`src/rtl/sync_fifo_pkg.sv`:
```
// Shared types and elaboration helpers for the sync_fifo slice.
// Imported by both the storage array and the FIFO top level.
package sync_fifo_pkg;

  typedef enum logic {
    RD_FWFT = 1'b0,
    RD_REG  = 1'b1
  } rd_mode_e;

  function automatic int depth(input int addrsize);
    return 1 << addrsize;
  endfunction

  function automatic bit params_legal(input int addrsize, input int afull, input int aempty,
                                      input int rd_reg, input int drop_every);
    return (addrsize >= 1) &&
           (afull >= 1) && (afull <= depth(addrsize)) &&
           (aempty >= 0) && (aempty < depth(addrsize)) &&
           ((rd_reg == 0) || (rd_reg == 1)) &&
           (drop_every >= 0);
  endfunction

endpackage

```
`src/rtl/sync_fifo_ram.sv`:
```
// FIFO storage: one write port, one asynchronous read port.
// Contents are never reset; the pointers alone decide what is valid.
module sync_fifo_ram #(
  parameter int DATASIZE = 8,
  parameter int ADDRSIZE = 4
) (
  input  logic                clk,
  input  logic                we,
  input  logic [ADDRSIZE-1:0] waddr,
  input  logic [DATASIZE-1:0] wdata,
  input  logic [ADDRSIZE-1:0] raddr,
  output logic [DATASIZE-1:0] rdata
);
  import sync_fifo_pkg::*;

  localparam int DEPTH = depth(ADDRSIZE);

  logic [DATASIZE-1:0] mem [DEPTH];

  always_ff @(posedge clk) begin
    if (we) begin
      mem[waddr] <= wdata;
    end
  end

  assign rdata = mem[raddr];

endmodule

```
`src/rtl/sync_fifo.sv`:
```
// Single-clock FIFO with occupancy thresholds, sticky error flags,
// selectable FWFT/registered read and a deterministic write-drop injector.
module sync_fifo #(
  parameter int DATASIZE      = 8,
  parameter int ADDRSIZE      = 4,
  parameter int AFULL_THRESH  = (1 << ADDRSIZE) - 2,
  parameter int AEMPTY_THRESH = 2,
  parameter int RD_REG        = 0,
  parameter int DROP_EVERY    = 0
) (
  input  logic                clk,
  input  logic                rst_n,
  input  logic                winc,
  input  logic [DATASIZE-1:0] wdata,
  output logic                wfull,
  output logic                walmost_full,
  input  logic                rinc,
  output logic [DATASIZE-1:0] rdata,
  output logic                rvalid,
  output logic                rempty,
  output logic                ralmost_empty,
  output logic [ADDRSIZE:0]   count,
  input  logic                err_clr,
  output logic                overflow,
  output logic                underflow
);
  import sync_fifo_pkg::*;

  localparam int       DEPTH = depth(ADDRSIZE);
  localparam int       PW    = ADDRSIZE + 1;
  localparam rd_mode_e MODE  = (RD_REG != 0) ? sync_fifo_pkg::RD_REG : sync_fifo_pkg::RD_FWFT;

  if (!params_legal(ADDRSIZE, AFULL_THRESH, AEMPTY_THRESH, RD_REG, DROP_EVERY)) begin : g_bad_params
    $error("sync_fifo: illegal parameter set");
  end

  logic [PW-1:0]       wptr_reg;
  logic [PW-1:0]       rptr_reg;
  logic [PW-1:0]       occupancy;
  logic                wr_acc;
  logic                rd_acc;
  logic                drop_hit;
  logic                mem_we;
  logic                overflow_reg;
  logic                underflow_reg;
  logic [DATASIZE-1:0] ram_rdata;

  // Extra pointer bit makes full (DEPTH) and empty (0) distinct after wrap.
  assign occupancy     = wptr_reg - rptr_reg;
  assign count         = occupancy;
  assign wfull         = (occupancy == PW'(DEPTH));
  assign rempty        = (occupancy == '0);
  assign walmost_full  = (occupancy >= PW'(AFULL_THRESH));
  assign ralmost_empty = (occupancy <= PW'(AEMPTY_THRESH));
  assign overflow      = overflow_reg;
  assign underflow     = underflow_reg;

  assign wr_acc = winc && !wfull;
  assign rd_acc = rinc && !rempty;
  assign mem_we = wr_acc && !drop_hit;

  always_ff @(posedge clk or negedge rst_n) begin
    if (!rst_n) begin
      wptr_reg      <= '0;
      rptr_reg      <= '0;
      overflow_reg  <= 1'b0;
      underflow_reg <= 1'b0;
    end else begin
      if (wr_acc) wptr_reg <= wptr_reg + PW'(1);
      if (rd_acc) rptr_reg <= rptr_reg + PW'(1);
      // A new error in the same cycle as err_clr keeps the flag set.
      if (winc && wfull)        overflow_reg <= 1'b1;
      else if (err_clr)         overflow_reg <= 1'b0;
      if (rinc && rempty)       underflow_reg <= 1'b1;
      else if (err_clr)         underflow_reg <= 1'b0;
    end
  end

  if (DROP_EVERY > 0) begin : g_drop
    localparam int             DCW  = (DROP_EVERY > 1) ? $clog2(DROP_EVERY) : 1;
    localparam logic [DCW-1:0] LAST = DCW'(DROP_EVERY - 1);

    logic [DCW-1:0] drop_cnt_reg;

    always_ff @(posedge clk or negedge rst_n) begin
      if (!rst_n) begin
        drop_cnt_reg <= '0;
      end else if (wr_acc) begin
        drop_cnt_reg <= (drop_cnt_reg == LAST) ? '0 : drop_cnt_reg + DCW'(1);
      end
    end

    // Dropped writes still advance wptr; only the storage update is suppressed.
    assign drop_hit = wr_acc && (drop_cnt_reg == LAST);
  end else begin : g_no_drop
    assign drop_hit = 1'b0;
  end

  sync_fifo_ram #(
    .DATASIZE (DATASIZE),
    .ADDRSIZE (ADDRSIZE)
  ) u_ram (
    .clk   (clk),
    .we    (mem_we),
    .waddr (wptr_reg[ADDRSIZE-1:0]),
    .wdata (wdata),
    .raddr (rptr_reg[ADDRSIZE-1:0]),
    .rdata (ram_rdata)
  );

  if (MODE == sync_fifo_pkg::RD_REG) begin : g_rd_reg
    logic [DATASIZE-1:0] rdata_reg;
    logic                rvalid_reg;

    always_ff @(posedge clk or negedge rst_n) begin
      if (!rst_n) begin
        rdata_reg  <= '0;
        rvalid_reg <= 1'b0;
      end else begin
        rvalid_reg <= rd_acc;
        if (rd_acc) rdata_reg <= ram_rdata;
      end
    end

    assign rdata  = rdata_reg;
    assign rvalid = rvalid_reg;
  end else begin : g_fwft
    assign rdata  = ram_rdata;
    assign rvalid = !rempty;
  end

endmodule

```
`config.mk`:
```
export PLATFORM = sky130hd
export DESIGN_NAME = sync_fifo
export DESIGN_NICKNAME = d
export VERILOG_FILES = /design/src/rtl/sync_fifo_pkg.sv /design/src/rtl/sync_fifo_ram.sv /design/src/rtl/sync_fifo.sv
export SDC_FILE = /design/constraint.sdc
export NUM_CORES = 1
export LEC_CHECK = 0
export CAP_MARGIN = 20
export CELL_PAD_IN_SITES_DETAIL_PLACEMENT = 1
export CELL_PAD_IN_SITES_GLOBAL_PLACEMENT = 1
export CORE_MARGIN = 8
export CORE_UTILIZATION = 40
export DETAILED_ROUTE_END_ITERATION = 16
export MAX_ROUTING_LAYER = met4
export PLACE_DENSITY = 0.68
export SETUP_SLACK_MARGIN = 0.5
export SLEW_MARGIN = 40
export SYNTH_ARGS = -nofsm -noshare
export SYNTH_HDL_FRONTEND = slang
export SYNTH_SLANG_ARGS = --single-unit
```
`constraint.sdc`:
```
create_clock -name clk -period 4.6 [get_ports clk]
set_input_delay 1.15 -clock clk [delete_from_list [all_inputs] [get_ports clk]]
set_output_delay 1.15 -clock clk [all_outputs]
set_load 0.01 [all_outputs]
```
==> metrics.yaml, run 1 <==
yosys:
  synth_area_um2: 5800
  synthSimpleGateAreaFrac_pct: 5.93
  avgSynthCellArea_um2: 18.4
  synthMuxAreaShare_pct: 13.1
  synth_compound_area_share_pct: 3.28
  yosysUniqueCellTypes: 37
  syn_inst: 316
  synthArstFlopShare_pct: 8.57
  ys_seq_elements: 140
  synth_area_leader_cell: "edfxtp_1"
  ys_warn_count: 0
  ys_seq_area_share_pct: 71.4
  synth_top_area_share_pct: 66.2
  synth-main-ff-cell: "edfxtp_1"
  netlist_top_cells_count: "edfxtp_1 (128), nand2_1 (34), mux4_2 (32)"
  synth_most_common_cell: "edfxtp_1"
  synth_xor_area_share_pct: 2.07
  synthAdderAreaFrac_pct: 2.29
  synth-edff-count: 128
  synth_top_family_by_area: "multiplexers"
  synthesis.nets: 339
  synthTopCellsByArea: "edfxtp_1 (66%), mux4_2 (12%), dfrtp_1 (5.2%)"
route:
  via_per_inst: 5.32
  detailedRoute.firstPassIterationCount: 4
  post_drt_wl_per_cell_um: 23.2
  drc: 0
  drt_wl_total_mm: 13.1
  dr.first_iter.drc_count: 205
  vias: 3003
  drtAntennaViolNets: 0
placed_design:
  dp_hpwl_mm: 8.34
  portBuffers: 32
  place.gp.congestion: 0.769
  dp_slack_ns: 0.408
  post_dp_cell_area_um2: 6330
finish:
  syn_to_final_growth_pct: 20.5
  largest_reg_flops: 128
  num_antenna_cells: 0
  n_fill_cell: 1306
  finish.instance_area_um2: 6990
  drive_gt1_share_pct: 23.9
  final_nets: 390
power_and_ir_drop:
  leakagePower_uw: 0.00243
  swShare_pct: 34.2
  comb_power_share_pct: 43.6
  seqPwrFrac_pct: 31.7
  finalPower_uw: 5250
  p_clk_share_pct: 24.7
  intPower_uw: 3450
  peakVddDrop_v: 0.000498
  powerDensity_nw_per_um2: 751
  switchingPower_uw: 1790
global_routing:
  grt_pass1_wl_mm: 20.0
  gr-total-overflow: 0
  grt_pass1_vias: 3286
  grt_max_degree: 36
  grt_use_total_pct: 15.7
  antenna_found_initial: 0
run:
  drv_cap: 0
clocking:
  cts_root_buffer: "clkbuf_16"
  cts.sinks: 140
  cts_buffers: 17
  tritoncts: "done"
  clk_latency_ns: 0.42
  clock_path_buffers: 2
  clk_pin_slew_ns: 0.06
  htreeDepth: 4
timing:
  rsz0062_at_grt: "true"
  slew_viol_final: 0
  finalHoldViolCount: 0
  post-route-min-period_ns: 3.98
  worstMarginPinSlew_ns: 0.687
  worst_slack_ns: 0.616
  setup_viol: 0
  finalSetupTns_ns: 0
  fin_worst_skew_ns: 0.0105
  slew_headroom_pct: 54.1
  timing.fmax_ghz: 0.251
  post-route-period-util_pct: 86.6
setup_path:
  slowest_stage: "clkdlybuf4s50_1"
  rrSetupSlack_ns: 1.48
  crit_required_ns: 3.45
  path_class: "reg -> out"
  worst_path_most_repeated_cell: "inv_2"
  crit_buf_inv: 4
  startpoint_type: "register"
  path_max_fanout: 5
  worstPathCellList: "inv_2 -> ha_1 -> inv_1 -> fa_2 -> a21o_1 -> a21oi_2 -> xor2_2 -> inv_2 -> a31o_2 -> clkdlybuf4s50_1"
  max_stage_delay_ns: 0.47
  cpLargestDelayFamily: "buffers and inverters"
  critPathCaptureType: "primary output"
  worstPathArrival_ns: 2.83
die:
  die-area_um2: 18600
  start_util_pct: 40.4
  ioPinCount: 33
  die_height_um: 136
  die_x_um: 136
  fp.coreArea_um2: 14400
  fp-row-count: 44
min_path:
  hold_class: "reg -> reg"
outcome:
  status: "finished clean"
power by group through the flow:
stage | Sequential, uW | Clock, uW | Combinational (uW)
detailed placement | 1690 | 0 | 2120
finish | 1660 | 1290 | 2290
global placement | 1680 | 0 | 2090
CTS | 1660 | 1320 | 2190
floorplan | 1650 | 0 | 1300
global route | 1680 | 1370 | 2470
worst paths after layout:
kind | startpoint | cells after the start | endpoint
setup / recovery | wptr_reg[0] | 10 | walmost_full
hold / removal | wptr_reg[4] | 1 | wptr_reg[4]
setup reg to reg | wptr_reg[0] | 11 | u_ram.mem[0][1]
hold reg to reg | wptr_reg[4] | 1 | wptr_reg[4]
max in group asynchronous | rst_n | 1 | rptr_reg[0]
min in group asynchronous | rst_n | 1 | rptr_reg[3]
timing repair:
item | in CTS | in global routing
setup endpoints to repair | 7 | 4
pin swaps | 0 | 1
resized for setup | 5 | 6
hold buffers | 0 | 0
setup buffers | 4 | 5
placed cells by master, fill, tap and decap left out, drive strengths merged, types with 3 or more instances in the layout:
| master | netlist | routed |
|---|---|---|
| xor2 | 7 | 7 |
| mux2 | 3 | 3 |
| clkinv | 1 | 9 |
| mux4 | 32 | 32 |
| clkinvlp | 0 | 3 |
| ha | 9 | 9 |
| a31oi | 8 | 8 |
| dfrtp | 12 | 12 |
| inv | 12 | 12 |
| a21oi | 7 | 7 |
| and3 | 20 | 20 |
| nand2 | 34 | 34 |
| clkdlybuf4s50 | 0 | 29 |
| and2 | 6 | 6 |
| edfxtp | 128 | 128 |
| clkbuf | 7 | 19 |
| buf | 7 | 14 |
| xnor2 | 5 | 5 |
stage by stage:
stage	instances	hold slack [ns]	utilization (%)
5_1_grt	564	0.508	48.6
6_report	564	0.485	48.6
3_3_place_gp	523	0.475	44.0
4_1_cts	559	0.492	48.2
2_1_floorplan	316	0.462	-
3_5_place_dp	523	0.481	44.1
per-layer routing:
metal	part of all wire, %	wire length (um)	global-route usage (%)	vias up
met3	6.5	847	4.62	15
met5	0	0	-	-
met2	51	6690	25.2	80
li1	-	-	-	1348
met1	41	5380	18.6	1560
met4	1.4	186	5.49	0
cell type report:
type / count / area (um^2) / area share, %
Sequential cell: 140 / 4150 / 59.3
Multi-Input combinational cell: 149 / 1570 / 22.5
Clock buffer: 19 / 433 / 6.19
Timing Repair Buffer: 46 / 433 / 6.19
Tap cell: 184 / 230 / 3.29
Clock inverter: 13 / 124 / 1.77
Inverter: 13 / 52.6 / 0.752
cell families (layout without fill, tap and decap cells):
logic type                 count (synthesis)  after routing
DFF                                      140            140
and+or+nand+nor                           69             69
muxes                                     35             35
buffers and inverters                     27             91
AOI/OAI and AO/OA                         23             23
xor gates and xnor gates                  12             12
adders and majority gates                 10             10
Note: power is estimated with default switching activity, not from simulation.
==> run 2, diff against run 1 <==
--- a/config.mk
+++ b/config.mk
@@ -8,11 +8,12 @@
 export CAP_MARGIN = 20
 export CELL_PAD_IN_SITES_DETAIL_PLACEMENT = 1
 export CELL_PAD_IN_SITES_GLOBAL_PLACEMENT = 1
-export CORE_MARGIN = 8
+export CORE_MARGIN = 4
 export CORE_UTILIZATION = 40
 export DETAILED_ROUTE_END_ITERATION = 16
 export MAX_ROUTING_LAYER = met4
 export PLACE_DENSITY = 0.68
+export REMOVE_ABC_BUFFERS = 1
 export SETUP_SLACK_MARGIN = 0.5
 export SLEW_MARGIN = 40
 export SYNTH_ARGS = -nofsm -noshare
==> metrics.yaml, run 2 (synthesis gave the netlist of run 1 again) <==
setup_path:
  slowest_stage: "clkdlybuf4s50_1"
  cpLargestDelayFamily: "buffers and inverters"
  crit_required_ns: 3.45  # about the same
  path_max_fanout: 5  # unchanged
  worstPathCellList: "inv_2 -> ha_1 -> inv_1 -> fa_2 -> a21o_1 -> a21oi_2 -> xor2_2 -> inv_2 -> a31o_2 -> clkdlybuf4s50_1"
  worst_path_most_repeated_cell: "inv_2"
  worstPathArrival_ns: 2.83  # about the same
  crit_buf_inv: 4  # unchanged
  path_class: "reg -> out"
  startpoint_type: "register"
  max_stage_delay_ns: 0.47  # about the same
  critPathCaptureType: "primary output"
route:
  via_per_inst: 5.38  # +1.0%
  dr.first_iter.drc_count: 156  # -24%
  detailedRoute.firstPassIterationCount: 4  # unchanged
  drtAntennaViolNets: 0  # unchanged
  drc: 0  # unchanged
  drt_wl_total_mm: 12.8  # -2.4%
  post_drt_wl_per_cell_um: 22.9  # -1.5%
  vias: 3007  # +0.13%
clocking:
  cts_root_buffer: "clkbuf_16"
  clk_pin_slew_ns: 0.05  # about the same
  cts_buffers: 17  # unchanged
  htreeDepth: 4  # unchanged
  cts.sinks: 140  # unchanged
  tritoncts: "done"
  clock_path_buffers: 2  # unchanged
  clk_latency_ns: 0.41  # about the same
placed_design:
  post_dp_cell_area_um2: 6340  # about the same
  place.gp.congestion: 0.887  # +15%
  dp_hpwl_mm: 8.19  # -1.8%
  dp.cells: 521  # -0.38%
  portBuffers: 32  # unchanged
finish:
  finish.instance_area_um2: 6910  # -1.1%
  final_cells: 559  # -0.89%
  utilization_pct: 49.2  # +0.60 points
  drive_gt1_share_pct: 21.1  # -2.8 points
  syn_to_final_growth_pct: 19.2
  layout_commonest_cell: "edfxtp_1"
  layout_common_cells: "edfxtp_1 (128), nand2_1 (34), mux4_2 (32)"
  num_antenna_cells: 0  # unchanged
  final_nets: 389  # -0.26%
  largest_reg_flops: 128  # unchanged
power_and_ir_drop:
  finalPower_uw: 5070  # -3.4%
  powerDensity_nw_per_um2: 733  # -2.4%
  peakVddDrop_v: 0.000381  # -23%
  leakagePower_uw: 0.00241  # -0.68%
global_routing:
  grt_pass1_wl_mm: 19.8  # -0.83%
  grt_pass1_vias: 3451  # +5.0%
  grt_max_degree: 36  # unchanged
  grt_use_total_pct: 17.2  # +1.5 points
  gr-total-overflow: 0  # unchanged
  antenna_found_initial: 0  # unchanged
die:
  fp.coreArea_um2: 14000  # -2.3%
  die-area_um2: 16500  # -11%
  fp-row-count: 43  # -2.3%
  die_height_um: 128  # -5.9%
  ioPinCount: 33  # unchanged
  die_x_um: 128  # -5.9%
  start_util_pct: 41.3  # +0.94 points
timing:
  post-route-min-period_ns: 3.98  # -0.00495 ns
  post-route-period-util_pct: 86.5  # -0.11 points
  setup_viol: 0  # unchanged
  slew_headroom_pct: 50.2  # -3.9 points
  fin_worst_skew_ns: 0.0162  # +0.00567 ns
  slew_viol_final: 0  # unchanged
  worstMarginPinSlew_ns: 0.745  # +0.0578 ns
  timing.fmax_ghz: 0.251  # +0.12%
  finalHoldViolCount: 0  # unchanged
  rsz0062_at_grt: "false"
  hold_ws_ns: 0.487  # +0.00165 ns
outcome:
  status: "finished clean"
min_path:
  hold_class: "reg -> reg"
run:
  drv_cap: 0  # unchanged
[run 2: cell count changes in the layout (fill, tap and decap cells not counted), sizes merged]
cell / previous run / this run
clkinvlp: 3 / 0
clkinv: 9 / 4
dlygate4sd2: 2 / 3
dlymetal6s2s: 1 / 0
bufinv: 2 / 1
clkbuf: 19 / 28
buf: 14 / 13
[run 2: worst paths after layout]
kind | from | end | slack, ns | depth (start not counted)
worst min-delay path | wptr_reg[4] | wptr_reg[4] | 0.49 | 1
min in group asynchronous | rst_n | wptr_reg[3] | 1.14 | 1
worst max register to register | wptr_reg[0] | u_ram.mem[3][0] | 1.47 | 11
worst max-delay path | wptr_reg[0] | walmost_full | 0.62 | 10
max in group asynchronous | rst_n | rptr_reg[0] | 3.00 | 1
worst min register to register | wptr_reg[4] | wptr_reg[4] | 0.49 | 1
[run 2: metrics by stage]
| stage | setup slack (ns) | setup TNS, ns |
|---|---|---|
| after floorplan | -0.309 | -0.309 |
| after global routing | 0.470 | 0 |
| after CTS | 0.508 | 0 |
| after global placement | 0.469 | 0 |
| final | 0.621 | 0 |
| after detailed placement | 0.386 | 0 |
[run 2: metal layers]
metal  up-vias  wire length (um)  global-route usage (%)
met2        56              6750                    28.6
met3        11               429                    4.11
li1       1343                 -                       -
met4         0               144                    5.74
met5         -                 0                       -
met1      1597              5470                    20.8
[run 2: final cells by class]
cell class	instances	area [um^2]
flip-flops and latches	140	4150
fillers	1319	7130
clock buffers	28	487
well taps	180	225
inverters	13	48.8
multi-input cells	149	1550
repair buffers	45	418
clock inverters	4	42.5
[run 2: power by group]
| part | switching [uW] | internal (uW) | leakage, uW | total [uW] |
|---|---|---|---|---|
| registers | 94.3 | 1570 | 0.00130 | 1670 |
| logic | 1130 | 1040 | 0.000856 | 2170 |
| clock network | 459 | 768 | 0.000256 | 1230 |
[run 2: what timing repair did]
item,CTS,global route
buffers inserted,2,4
hold buffers,0,0
resized for setup,5,1
pin swaps,1,1
endpoints found under the setup margin,6,11
==> run 3, diff against run 2 <==
--- a/config.mk
+++ b/config.mk
@@ -11,8 +11,9 @@
 export CORE_MARGIN = 4
 export CORE_UTILIZATION = 40
 export DETAILED_ROUTE_END_ITERATION = 16
+export DONT_BUFFER_PORTS = 1
 export MAX_ROUTING_LAYER = met4
-export PLACE_DENSITY = 0.68
+export PLACE_DENSITY = 0.65
 export REMOVE_ABC_BUFFERS = 1
 export SETUP_SLACK_MARGIN = 0.5
 export SLEW_MARGIN = 40
==> metrics.yaml, run 3 (synthesis gave the netlist of run 1 again) <==
outcome:
  status: "finished clean"
setup_path:
  path_class: "reg -> out"
  path_max_fanout: 8  # +3
  rrSetupSlack_ns: 1.34  # -0.13 ns
  critPathCaptureType: "primary output"
  startpoint_type: "register"
  crit_required_ns: 3.45  # about the same
  worstPathArrival_ns: 2.84  # about the same
clocking:
  clk_latency_ns: 0.42  # about the same
  clock_path_buffers: 2  # unchanged
  htreeDepth: 4  # unchanged
  tritoncts: "done"
  clk_pin_slew_ns: 0.05  # about the same
  cts_buffers: 17  # unchanged
  cts.sinks: 140  # unchanged
  ctsHoldBuffers: 0  # unchanged
  cts_root_buffer: "clkbuf_16"
timing:
  slew_viol_final: 0  # unchanged
  post-route-period-util_pct: 86.7  # +0.24 points
  setup_viol: 0  # unchanged
  timing.fmax_ghz: 0.251  # -0.28%
  slew_headroom_pct: 50.9  # +0.74 points
  finalHoldViolCount: 0  # unchanged
  fin_worst_skew_ns: 0.00640  # -0.00980 ns
  post-route-min-period_ns: 3.99  # +0.0110 ns
  hold_ws_ns: 0.419  # -0.0682 ns
  rsz0062_at_grt: "false"
  worstMarginPinSlew_ns: 0.736  # -0.00876 ns
  finalSetupTns_ns: 0  # unchanged
route:
  drtAntennaViolNets: 0  # unchanged
  detailedRoute.firstPassIterationCount: 4  # unchanged
  via_per_inst: 5.53  # +2.8%
  post_drt_wl_per_cell_um: 24.7  # +7.8%
  dr.first_iter.drc_count: 131  # -16%
  drc: 0  # unchanged
  vias: 2875  # -4.4%
  drt_wl_total_mm: 12.8  # +0.28%
finish:
  syn_to_final_growth_pct: 15.1
  layout_commonest_cell: "edfxtp_1"
  utilization_pct: 47.5  # -1.7 points
  n_fill_cell: 1271  # -3.6%
  largest_reg_flops: 128  # unchanged
  num_antenna_cells: 0  # unchanged
  layout_common_cells: "edfxtp_1 (128), nand2_1 (34), mux4_2 (32)"
  final_cells: 520  # -7.0%
  drive_gt1_share_pct: 24.1  # +3.0 points
  final_nets: 351  # -9.8%
global_routing:
  gr-total-overflow: 0  # unchanged
  grt_pass1_wl_mm: 19.4  # -2.0%
  grt_use_total_pct: 17.3  # +0.11 points
  antenna_found_initial: 0  # unchanged
  grt_max_degree: 36  # unchanged
  grt_pass1_vias: 3161  # -8.4%
min_path:
  hold_class: "in -> async"
power_and_ir_drop:
  peakVddDrop_v: 0.000347  # -9.1%
  finalPower_uw: 4940  # -2.6%
  leakagePower_uw: 0.00231  # -4.2%
  powerDensity_nw_per_um2: 739  # +0.90%
die:
  die_height_um: 128  # unchanged
  start_util_pct: 41.3  # unchanged
  ioPinCount: 33  # unchanged
  die-area_um2: 16500  # unchanged
  fp.coreArea_um2: 14000  # unchanged
  fp-row-count: 43  # unchanged
  die_x_um: 128  # unchanged
placed_design:
  portBuffers: 0  # -100%
  place.gp.congestion: 0.771  # -13%
  dp_hpwl_mm: 7.98  # -2.5%
  dp.cells: 487  # -6.5%
run:
  drv_cap: 0  # unchanged
==> run 3: cell count changes in the layout (fill, tap and decap cells not counted), sizes merged <==
cell,delta
dlygate4sd2,-3
buf,-6
clkinvlp,+2
clkdlybuf4s50,-29
clkinv,+3
clkbuf,-11
bufinv,+5
==> run 3: where the power goes <==
part | switching [uW] | internal, uW
combinational | 1080 | 679
sequential | 100 | 1570
clock | 501 | 1000
total | 1680 | 3260
==> run 3: area by class of cell <==
class	count	area, um^2	area share, %
Sequential cell	140	4150	62.1
Multi-Input combinational cell	149	1550	23.2
Timing Repair Buffer	7	52.6	0.787
Clock buffer	17	425	6.37
Clock inverter	14	225	3.37
Tap cell	180	225	3.37
Inverter	13	50.0	0.750
==> run 3: path summary, 6_finish.rpt <==
check                                       end  cells after the start   startpoint
worst min register to register      rptr_reg[4]                      1  rptr_reg[4]
worst max register to register  u_ram.mem[5][4]                      9  wptr_reg[0]
worst max-delay path              ralmost_empty                     10  wptr_reg[0]
max in group asynchronous           rptr_reg[0]                      0        rst_n
worst min-delay path                wptr_reg[4]                      0        rst_n
min in group clk                    rptr_reg[4]                      1  rptr_reg[4]
==> run 3: timing repair <==
| action | CTS | global route |
|---|---|---|
| setup endpoints to repair | 1 | 2 |
| gates resized for setup | 1 | 3 |
| gates cloned | 0 | 0 |
| setup buffers | 1 | 1 |
==> run 3: critical path, stage by stage, from the launching register on <==
cell and delay (ns):
dfrtp_1 0.42, inv_2 0.11, ha_1 0.16, inv_1 0.06
fa_1 0.43, a21o_1 0.21, a21oi_2 0.18, xor2_2 0.18
inv_2 0.13, a2111oi_2 0.34, buf_4 0.19
==> run 3: through the flow <==
| stage | setup slack (ns) | area (um^2) |
|---|---|---|
| floorplan | -0.309 | 5740 |
| global placement | 0.796 | 6000 |
| detailed placement | 0.740 | 6000 |
| CTS | 0.508 | 6660 |
| global route | 0.426 | 6680 |
| finish | 0.610 | 6680 |
==> run 3: per-layer routing <==
| layer | GRT usage [%] | vias to the layer above | wire length, um |
|---|---|---|---|
| li1 | - | 1264 | - |
| met1 | 21.2 | 1531 | 5300 |
| met2 | 27.2 | 66 | 6700 |
| met3 | 4.94 | 14 | 682 |
| met4 | 7.30 | 0 | 142 |
| met5 | - | - | 0 |
